`src/rtl/mem_arbiter_2to1.sv`:
```
// Two-to-one round-robin memory request arbiter with in-order response steering.
// A small FIFO of requester IDs routes each response back to the port that issued it.

`ifndef VC_MEM_REQ_MSG_NBITS
`define VC_MEM_REQ_MSG_NBITS(o_, a_, d_) (3 + (o_) + (a_) + $clog2((d_) / 8) + (d_))
`endif
`ifndef VC_MEM_RESP_MSG_NBITS
`define VC_MEM_RESP_MSG_NBITS(o_, d_) (3 + (o_) + 2 + $clog2((d_) / 8) + (d_))
`endif

module mem_arbiter_2to1 #(
  parameter int p_opaque_nbits = 8,
  parameter int p_addr_nbits   = 32,
  parameter int p_data_nbits   = 32,
  parameter int p_max_inflight = 4,
  localparam int c_req_nbits  = `VC_MEM_REQ_MSG_NBITS(p_opaque_nbits, p_addr_nbits, p_data_nbits),
  localparam int c_resp_nbits = `VC_MEM_RESP_MSG_NBITS(p_opaque_nbits, p_data_nbits)
) (
  input  logic                    clk,
  input  logic                    reset,
  input  logic                    req0_val,
  output logic                    req0_rdy,
  input  logic [c_req_nbits-1:0]  req0_msg,
  input  logic                    req1_val,
  output logic                    req1_rdy,
  input  logic [c_req_nbits-1:0]  req1_msg,
  output logic                    resp0_val,
  input  logic                    resp0_rdy,
  output logic [c_resp_nbits-1:0] resp0_msg,
  output logic                    resp1_val,
  input  logic                    resp1_rdy,
  output logic [c_resp_nbits-1:0] resp1_msg,
  output logic                    memreq_val,
  input  logic                    memreq_rdy,
  output logic [c_req_nbits-1:0]  memreq_msg,
  input  logic                    memresp_val,
  output logic                    memresp_rdy,
  input  logic [c_resp_nbits-1:0] memresp_msg
);

  localparam int c_ptr_nbits = $clog2(p_max_inflight);
  localparam int c_cnt_nbits = c_ptr_nbits + 1;

  logic                      prio;
  logic [p_max_inflight-1:0] ids;
  logic [c_ptr_nbits-1:0]    wr_ptr;
  logic [c_ptr_nbits-1:0]    rd_ptr;
  logic [c_cnt_nbits-1:0]    count;

  logic full, empty, head;
  logic gnt0, gnt1;
  logic req_fire, resp_fire;

  assign full  = (count == c_cnt_nbits'(p_max_inflight));
  assign empty = (count == '0);
  assign head  = ids[rd_ptr];

  assign gnt0 = req0_val & (~req1_val | ~prio);
  assign gnt1 = req1_val & (~req0_val | prio);

  // Reset gates every handshake output so nothing leaks while reset is low.
  assign memreq_val = reset & (req0_val | req1_val) & ~full;
  assign memreq_msg = gnt1 ? req1_msg : req0_msg;
  assign req0_rdy   = reset & gnt0 & memreq_rdy & ~full;
  assign req1_rdy   = reset & gnt1 & memreq_rdy & ~full;

  assign resp0_val   = reset & memresp_val & ~empty & ~head;
  assign resp1_val   = reset & memresp_val & ~empty & head;
  assign resp0_msg   = memresp_msg;
  assign resp1_msg   = memresp_msg;
  assign memresp_rdy = reset & ~empty & (head ? resp1_rdy : resp0_rdy);

  assign req_fire  = memreq_val & memreq_rdy;
  assign resp_fire = memresp_val & memresp_rdy;

  always_ff @(posedge clk or negedge reset) begin
    if (!reset) begin
      prio   <= 1'b0;
      ids    <= '0;
      wr_ptr <= '0;
      rd_ptr <= '0;
      count  <= '0;
    end else begin
      if (req_fire) begin
        ids[wr_ptr] <= gnt1;
        wr_ptr      <= wr_ptr + c_ptr_nbits'(1);
        prio        <= ~gnt1;
      end
      if (resp_fire)
        rd_ptr <= rd_ptr + c_ptr_nbits'(1);
      case ({req_fire, resp_fire})
        2'b10:   count <= count + c_cnt_nbits'(1);
        2'b01:   count <= count - c_cnt_nbits'(1);
        default: count <= count;
      endcase
    end
  end

`ifndef SYNTHESIS
  a_resp_when_empty: assert property (@(posedge clk) disable iff (!reset) !(memresp_val && empty))
    else $error("memory response arrived with no request in flight");
  a_ctrl_known: assert property (@(posedge clk) disable iff (!reset)
    !$isunknown({req0_val, req1_val, memreq_rdy, memresp_val, resp0_rdy, resp1_rdy}))
    else $error("handshake control input is X");
`endif

endmodule

```
`config.mk`:
```
export PLATFORM = sky130hd
export DESIGN_NAME = mem_arbiter_2to1
export DESIGN_NICKNAME = d
export VERILOG_FILES = /design/src/rtl/mem_arbiter_2to1.sv
export SDC_FILE = /design/constraint.sdc
export NUM_CORES = 1
export LEC_CHECK = 0
export ABC_CLOCK_PERIOD_IN_PS = 2300
export CAP_MARGIN = 20
export CORE_AREA = 3 3 147 149
export CTS_CLUSTER_DIAMETER = 150
export DETAILED_ROUTE_END_ITERATION = 6
export DIE_AREA = 0 0 150 152
export GPL_ROUTABILITY_DRIVEN = 0
export PLACE_DENSITY = 0.5
export REMOVE_ABC_BUFFERS = 1
export SYNTH_ARGS = -nofsm -noshare
export SYNTH_HDL_FRONTEND = slang
export SYNTH_SLANG_ARGS = --single-unit
```
`constraint.sdc`:
```
create_clock -name clk -period 2.3 [get_ports clk]
set_clock_uncertainty 0.15 [all_clocks]
set_input_delay 0.46 -clock clk [delete_from_list [all_inputs] [get_ports clk]]
set_output_delay 0.46 -clock clk [all_outputs]
set_load 0.02 [all_outputs]
```
==> results of run 1 <==
-- worst paths after layout --
check	startpoint	end	slack, ps	depth (start not counted)
max	prio$_DFFE_PN0P_	memreq_msg[0]	-110	8
min reg2reg	count[2]$_DFFE_PN0P_	count[2]$_DFFE_PN0P_	340	1
min	reset	count[2]$_DFFE_PN0P_	200	2
max in group asynchronous	reset	rd_ptr[1]$_DFFE_PN0P_	1630	2
min in group clk	count[2]$_DFFE_PN0P_	count[2]$_DFFE_PN0P_	340	1
max reg2reg	rd_ptr[1]$_DFFE_PN0P_	count[2]$_DFFE_PN0P_	-60	10
-- layout make-up --
cell class | count | share of cell area, %
clock buffer | 4 | 1.60
timing repair buffer | 298 | 56.9
inverter | 9 | 0.609
tap | 270 | 6.09
sequential | 12 | 5.44
multi-input combinational | 130 | 29.3
-- registers in the layout (all words and copies together), names as in the netlist --
| name | count |
|---|---|
| count | 3 |
| ids | 4 |
| rd_ptr | 2 |
| prio | 1 |
| wr_ptr | 2 |
-- power by group through the flow --
| stage | Sequential, µW | Combinational [µW] | Clock, µW |
|---|---|---|---|
| floorplan | 394 | 996 | 0 |
| global placement | 405 | 1950 | 0 |
| detailed placement | 415 | 1970 | 0 |
| CTS | 413 | 2550 | 361 |
| global route | 465 | 2940 | 369 |
| finish | 448 | 2770 | 354 |
-- placed cells by master, fill, tap and decap left out, drive strengths merged, types with 2 or more instances in the layout --
cell,n
clkdlybuf4s50,158
buf,134
mux2,77
dfrtp,12
inv,9
mux2i,9
nand2,7
clkbuf,7
nor2,6
ha,5
a31oi,4
nor3,3
nor3b,3
xor2,3
o21ai,2
xnor2,2
dlygate4sd2,2
-- stage by stage --
stage	area [µm²]	instances	setup slack [ps]
floorplan	1620	150	-1000
global placement	4590	684	-780
detailed placement	4590	684	-813
CTS	5230	726	-197
global route	5550	723	-166
finish	5550	723	-109
-- cells by family (layout without fill, tap and decap cells) --
family	Yosys count	after routing	synth area share, %
AO/OA/AOI/OAI	9	9	2.46
XOR/XNOR	5	5	1.83
adder cells (fa/ha/maj)	6	6	3.46
buffers and inverters	111	311	33.4
flip-flops	12	12	12.6
multiplexers	86	86	40.1
AND/OR/NAND/NOR	23	24	6.18
-- layer usage --
| layer | vias up | part of all wire, % | global-route usage [%] | routed length [µm] |
|---|---|---|---|---|
| met5 | - | 0.97 | 8.48 | 179 |
| li1 | 1164 | - | - | - |
| met2 | 276 | 40 | 20.4 | 7470 |
| met1 | 1241 | 41 | 19.4 | 7680 |
| met4 | 4 | 0.70 | 1.05 | 129 |
| met3 | 18 | 16 | 11.3 | 3050 |
-- repair_timing --
item / CTS / global route
buffers inserted: 29 / 5
gates resized for setup: 454 / 149
pin swaps: 3 / 1
endpoints found under the hold margin: 0 / 0
endpoints found under the setup margin: 85 / 81
cloned: 10 / 0
==> flow_summary.yaml, run 1 <==
synthesis:
  ys_seq_area_share_pct: 12.6
  synthTopCellsByArea: "mux2_2 (36%), buf_4 (32%), dfrtp_1 (13%), mux2i_1 (3.8%), ha_1 (2.6%)"
  synth-seq-cells: 12
  yosysTopAreaCellShare_pct: 36.3
  synth_edf_count: 0
  yosys.area.top_type: "mux2_2"
  ys_types: 24
  syn_area_um2: 2390
  synth_flop_cell: "dfrtp_1"
  synthArstFlopShare_pct: 100
  ys.warnings.count: 0
  synth_most_common_cell: "buf_4"
  syn_inst: 252
  avgSynthCellArea_um2: 9.47
  netlist_top_cells_count: "buf_4 (101), mux2_2 (77), dfrtp_1 (12), inv_1 (9), mux2i_1 (9)"
power_and_ir_drop:
  p_seq_share_pct: 12.5
  power.leakage_uw: 0.00252
  total_power_uw: 3570
  power.internal_uw: 2270
  swShare_pct: 36.6
  comb_power_share_pct: 77.6
  p_sw_uw: 1310
  powerDensity_nw_per_um2: 644
  clkPwrFrac_pct: 9.9
  ir_drop_v: 0.000263
worst_setup_path:
  arrival_ps: 1800
  cp.required_ps: 1690
  startpoint_type: "register"
  slowest_delay_ps: 370
  path_class: "reg2out"
  cp_max_fo: 5
  crit_top_cell: "buf_12"
  cp_num_buf_inv: 5
  crit_family: "buffers and inverters"
  crit_slowest_cell: "dfrtp_1"
  crit_chain: "nand2b_4 -> buf_12 -> nand2_8 -> buf_12 -> buf_16 -> buf_4 -> mux2_4 -> buf_6"
  end_kind: "output port"
route:
  drtAntennaViolNets: 0
  dr_total_vias: 2703
  dr.pass1.iters: 4
  viasPerCell: 3.74
  post_drt_wl_per_cell_um: 25.6
  drt_iter0_drc: 79
  finalWirelength_mm: 18.5
  post-route-drc-count: 0
sta:
  timing.final.crit_share_pct: 105
  fin_crit_ps: 2410
  max_slew.worst_pin.slew_ps: 418
  fin_ws_ps: -109
  drv_slew: 0
  timing.setup.tns_ps: -1170
  max_clock_freq_mhz: 415
  slew-limit-headroom_pct: 72.0
  rsz0062_at_grt: "yes"
  hold_slack_ps: 203
  finalHoldViolations: 0
  setup_violations: 48
clock_network:
  cts_tree: "built"
  insertion_delay_ps: 240
  path_clk_slew_ps: 40
  cts_made_buffers: 3
  clock_path_buffers: 2
  root_buffer: "clkbuf_16"
  cts_num_sinks: 12
  cts_htree_levels: 1
  hold_buffers: 0
min_path:
  hp-class: "in2async"
cells_and_area:
  seqCellArea_um2: 302
  fillCellCount: 2171
  syn_to_final_growth_pct: 132
  drive_gt1_share_pct: 51.9
  num-nets-final: 669
  postLayoutCoreUtil_pct: 27.3
  diodes: 0
  multiInputGateArea_um2: 1630
run_status:
  status: "finished with violations"
  violations: "setup timing"
die:
  start_util_pct: 11.8
  pin_count: 386
  fp-row-count: 52
  fp.coreArea_um2: 20300
  die_area_um2: 22800
  fp.dieW_um: 150
  fp.dieH_um: 152
grt:
  track_usage_pct: 15.1
  antenna_found_initial: 0
  grt_overflow_total: 0
  grt_pass1_vias: 3017
  grt_max_degree: 9
  grt_pass1_wl_mm: 24.4
job:
  max_cap_violations: 0
placed_design:
  portBuffers: 244
  hpwlAfterDp_mm: 14.2
Note: power is estimated with default switching activity, not from simulation.
==> run 2, diff against run 1 <==
CAP_MARGIN = 5   (was 20)
CTS_BUF_LIST = sky130_fd_sc_hd__clkbuf_4 sky130_fd_sc_hd__clkbuf_8 sky130_fd_sc_hd__clkbuf_16   (was default)
==> results of run 2 <==
Same layout as run 1: the final DEF is identical, and so are final timing and power.
==> run 3, diff against run 2 <==
ABC_CLOCK_PERIOD_IN_PS = 2200   (was 2300)
clock period = 2.2 ns   (was 2.3 ns; I/O delays follow)
==> flow_summary.yaml, run 3 (synthesis results as in run 1) <==
run_status:
  status: "finished with violations"
  violations: "setup timing"
sta:
  finalHoldViolations: 0
  fin_ws_ps: -177
  fin_crit_ps: 2380
  max_clock_freq_mhz: 421
  max_slew.worst_pin.slew_ps: 251
  timing.final.crit_share_pct: 108
  drv_slew: 0
  hold_slack_ps: 199
  setup_violations: 73
  slew-limit-headroom_pct: 82.8
  rsz0062_at_grt: "yes"
placed_design:
  dpl.cell_count: 688
  hpwlAfterDp_mm: 14.3
  placed_cell_area_um2: 4620
  portBuffers: 244
power_and_ir_drop:
  powerDensity_nw_per_um2: 656
  ir_drop_v: 0.000257
  power.leakage_uw: 0.00267
die:
  die_area_um2: 22800
  pin_count: 386
  start_util_pct: 11.8
  fp.dieW_um: 150
  fp-row-count: 52
  fp.coreArea_um2: 20300
  fp.dieH_um: 152
route:
  post_drt_wl_per_cell_um: 25.5
  finalWirelength_mm: 18.7
  drtAntennaViolNets: 0
  post-route-drc-count: 0
  drt_iter0_drc: 56
  dr.pass1.iters: 4
  viasPerCell: 3.75
  dr_total_vias: 2747
cells_and_area:
  final_cell_mix: "clkdlybuf4s50_1 (158), buf_6 (93), mux2_4 (77)"
  drive_gt1_share_pct: 52.7
  largestRegisters: "ids: 4 flops, count: 3 flops"
  syn_to_final_growth_pct: 142
  top_register: "ids"
  design_area_um2: 5770
  final_common_cell: "clkdlybuf4s50_1"
  layout.cells.non_filler: 733
  num-nets-final: 679
  fillCellCount: 2137
  largest_register_ffs: 4
  postLayoutCoreUtil_pct: 28.4
  diodes: 0
worst_setup_path:
  arrival_ps: 2380
  startpoint_type: "register"
  crit_path_start: "rd_ptr[1]$_DFFE_PN0P_"
  cp.required_ps: 2210
  r2r-start: "rd_ptr[1]$_DFFE_PN0P_"
  cp_max_fo: 3
  path_class: "reg2reg"
  end_kind: "register"
grt:
  grt_pass1_wl_mm: 24.9
  grt_overflow_total: 0
  grt_pass1_vias: 3142
  grt_max_degree: 11
  track_usage_pct: 15.2
  antenna_found_initial: 0
clock_network:
  cts_num_sinks: 12
  insertion_delay_ps: 240
  path_clk_slew_ps: 40
  root_buffer: "clkbuf_16"
  cts_tree: "built"
  cts_htree_levels: 1
  cts_made_buffers: 3
  clock_path_buffers: 2
job:
  max_cap_violations: 0
min_path:
  hp-class: "in2async"
==> run 3: cell types whose count changed in the layout (fill, tap and decap cells not counted), moves of 3 or more <==
| cell | delta |
|---|---|
| mux2_4 | +11 |
| clkbuf_2 | -3 |
| buf_2 | -4 |
| mux2_2 | -11 |
| buf_6 | +11 |
| mux2i_4 | -3 |
==> run 3: layout make-up <==
cell class / count / area, µm² / area share [%]
timing repair buffer: 309 / 3370 / 58.5
inverter: 9 / 33.8 / 0.586
clock buffer: 4 / 88.8 / 1.54
tap: 270 / 338 / 5.86
multi-input combinational: 129 / 1640 / 28.3
sequential: 12 / 300 / 5.20
==> run 3: worst max-delay path, stage by stage (launching register included) <==
cell and delay, ps:
dfrtp_1 410, mux2i_2 280, mux2i_2 130, mux2i_1 150, nor2_1 170, ha_2 220, inv_2 40, fa_2 320
xor2_1 140, nor2_1 120, xor2_1 160
==> run 3: path summary, 6_finish.rpt <==
kind / endpoint / slack, ps / cells past startpoint
min: count[1]$_DFFE_PN0P_ / 200 / 2
min in group clk: ids[2]$_DFFE_PN0P_ / 390 / 2
max reg2reg: count[2]$_DFFE_PN0P_ / -180 / 10
max in group asynchronous: wr_ptr[0]$_DFFE_PN0P_ / 1550 / 2
max: count[2]$_DFFE_PN0P_ / -180 / 10
min reg2reg: ids[2]$_DFFE_PN0P_ / 390 / 2
==> run 3: timing repair <==
| action | 4_1_cts | 5_1_grt |
|---|---|---|
| hold buffers | 0 | 0 |
| gates cloned | 9 | 1 |
| setup buffers | 31 | 5 |
| pin swaps | 5 | 3 |
| endpoints found under the setup margin | 85 | 82 |
| gates resized for setup | 501 | 125 |
==> run 3: per-stage QoR <==
stage / setup WS [ps] / setup TNS, ps / total power [µW]
6_report: -177 / -7490 / 3780
5_1_grt: -309 / -11690 / 4010
3_5_place_dp: -822 / -60940 / 2560
2_1_floorplan: -1080 / -85090 / 1450
3_3_place_gp: -834 / -61260 / 2520
4_1_cts: -255 / -10190 / 3600
==> run 3: layer usage <==
metal  vias to the layer above  global-route usage, %  routed length [µm]
met4                         8                  0.828                  96
met1                      1252                   19.3                7740
li1                       1181                      -                   -
met2                       292                   21.1                7610
met3                        14                   11.1                2990
met5                         -                   9.35                 264
==> run 3: report_power, final <==
group	switching [µW]	leakage, µW	internal (µW)	total (µW)
clock network	94.4	0.0000442	274	369
registers	103	0.000142	337	440
logic	1150	0.00248	1830	2980
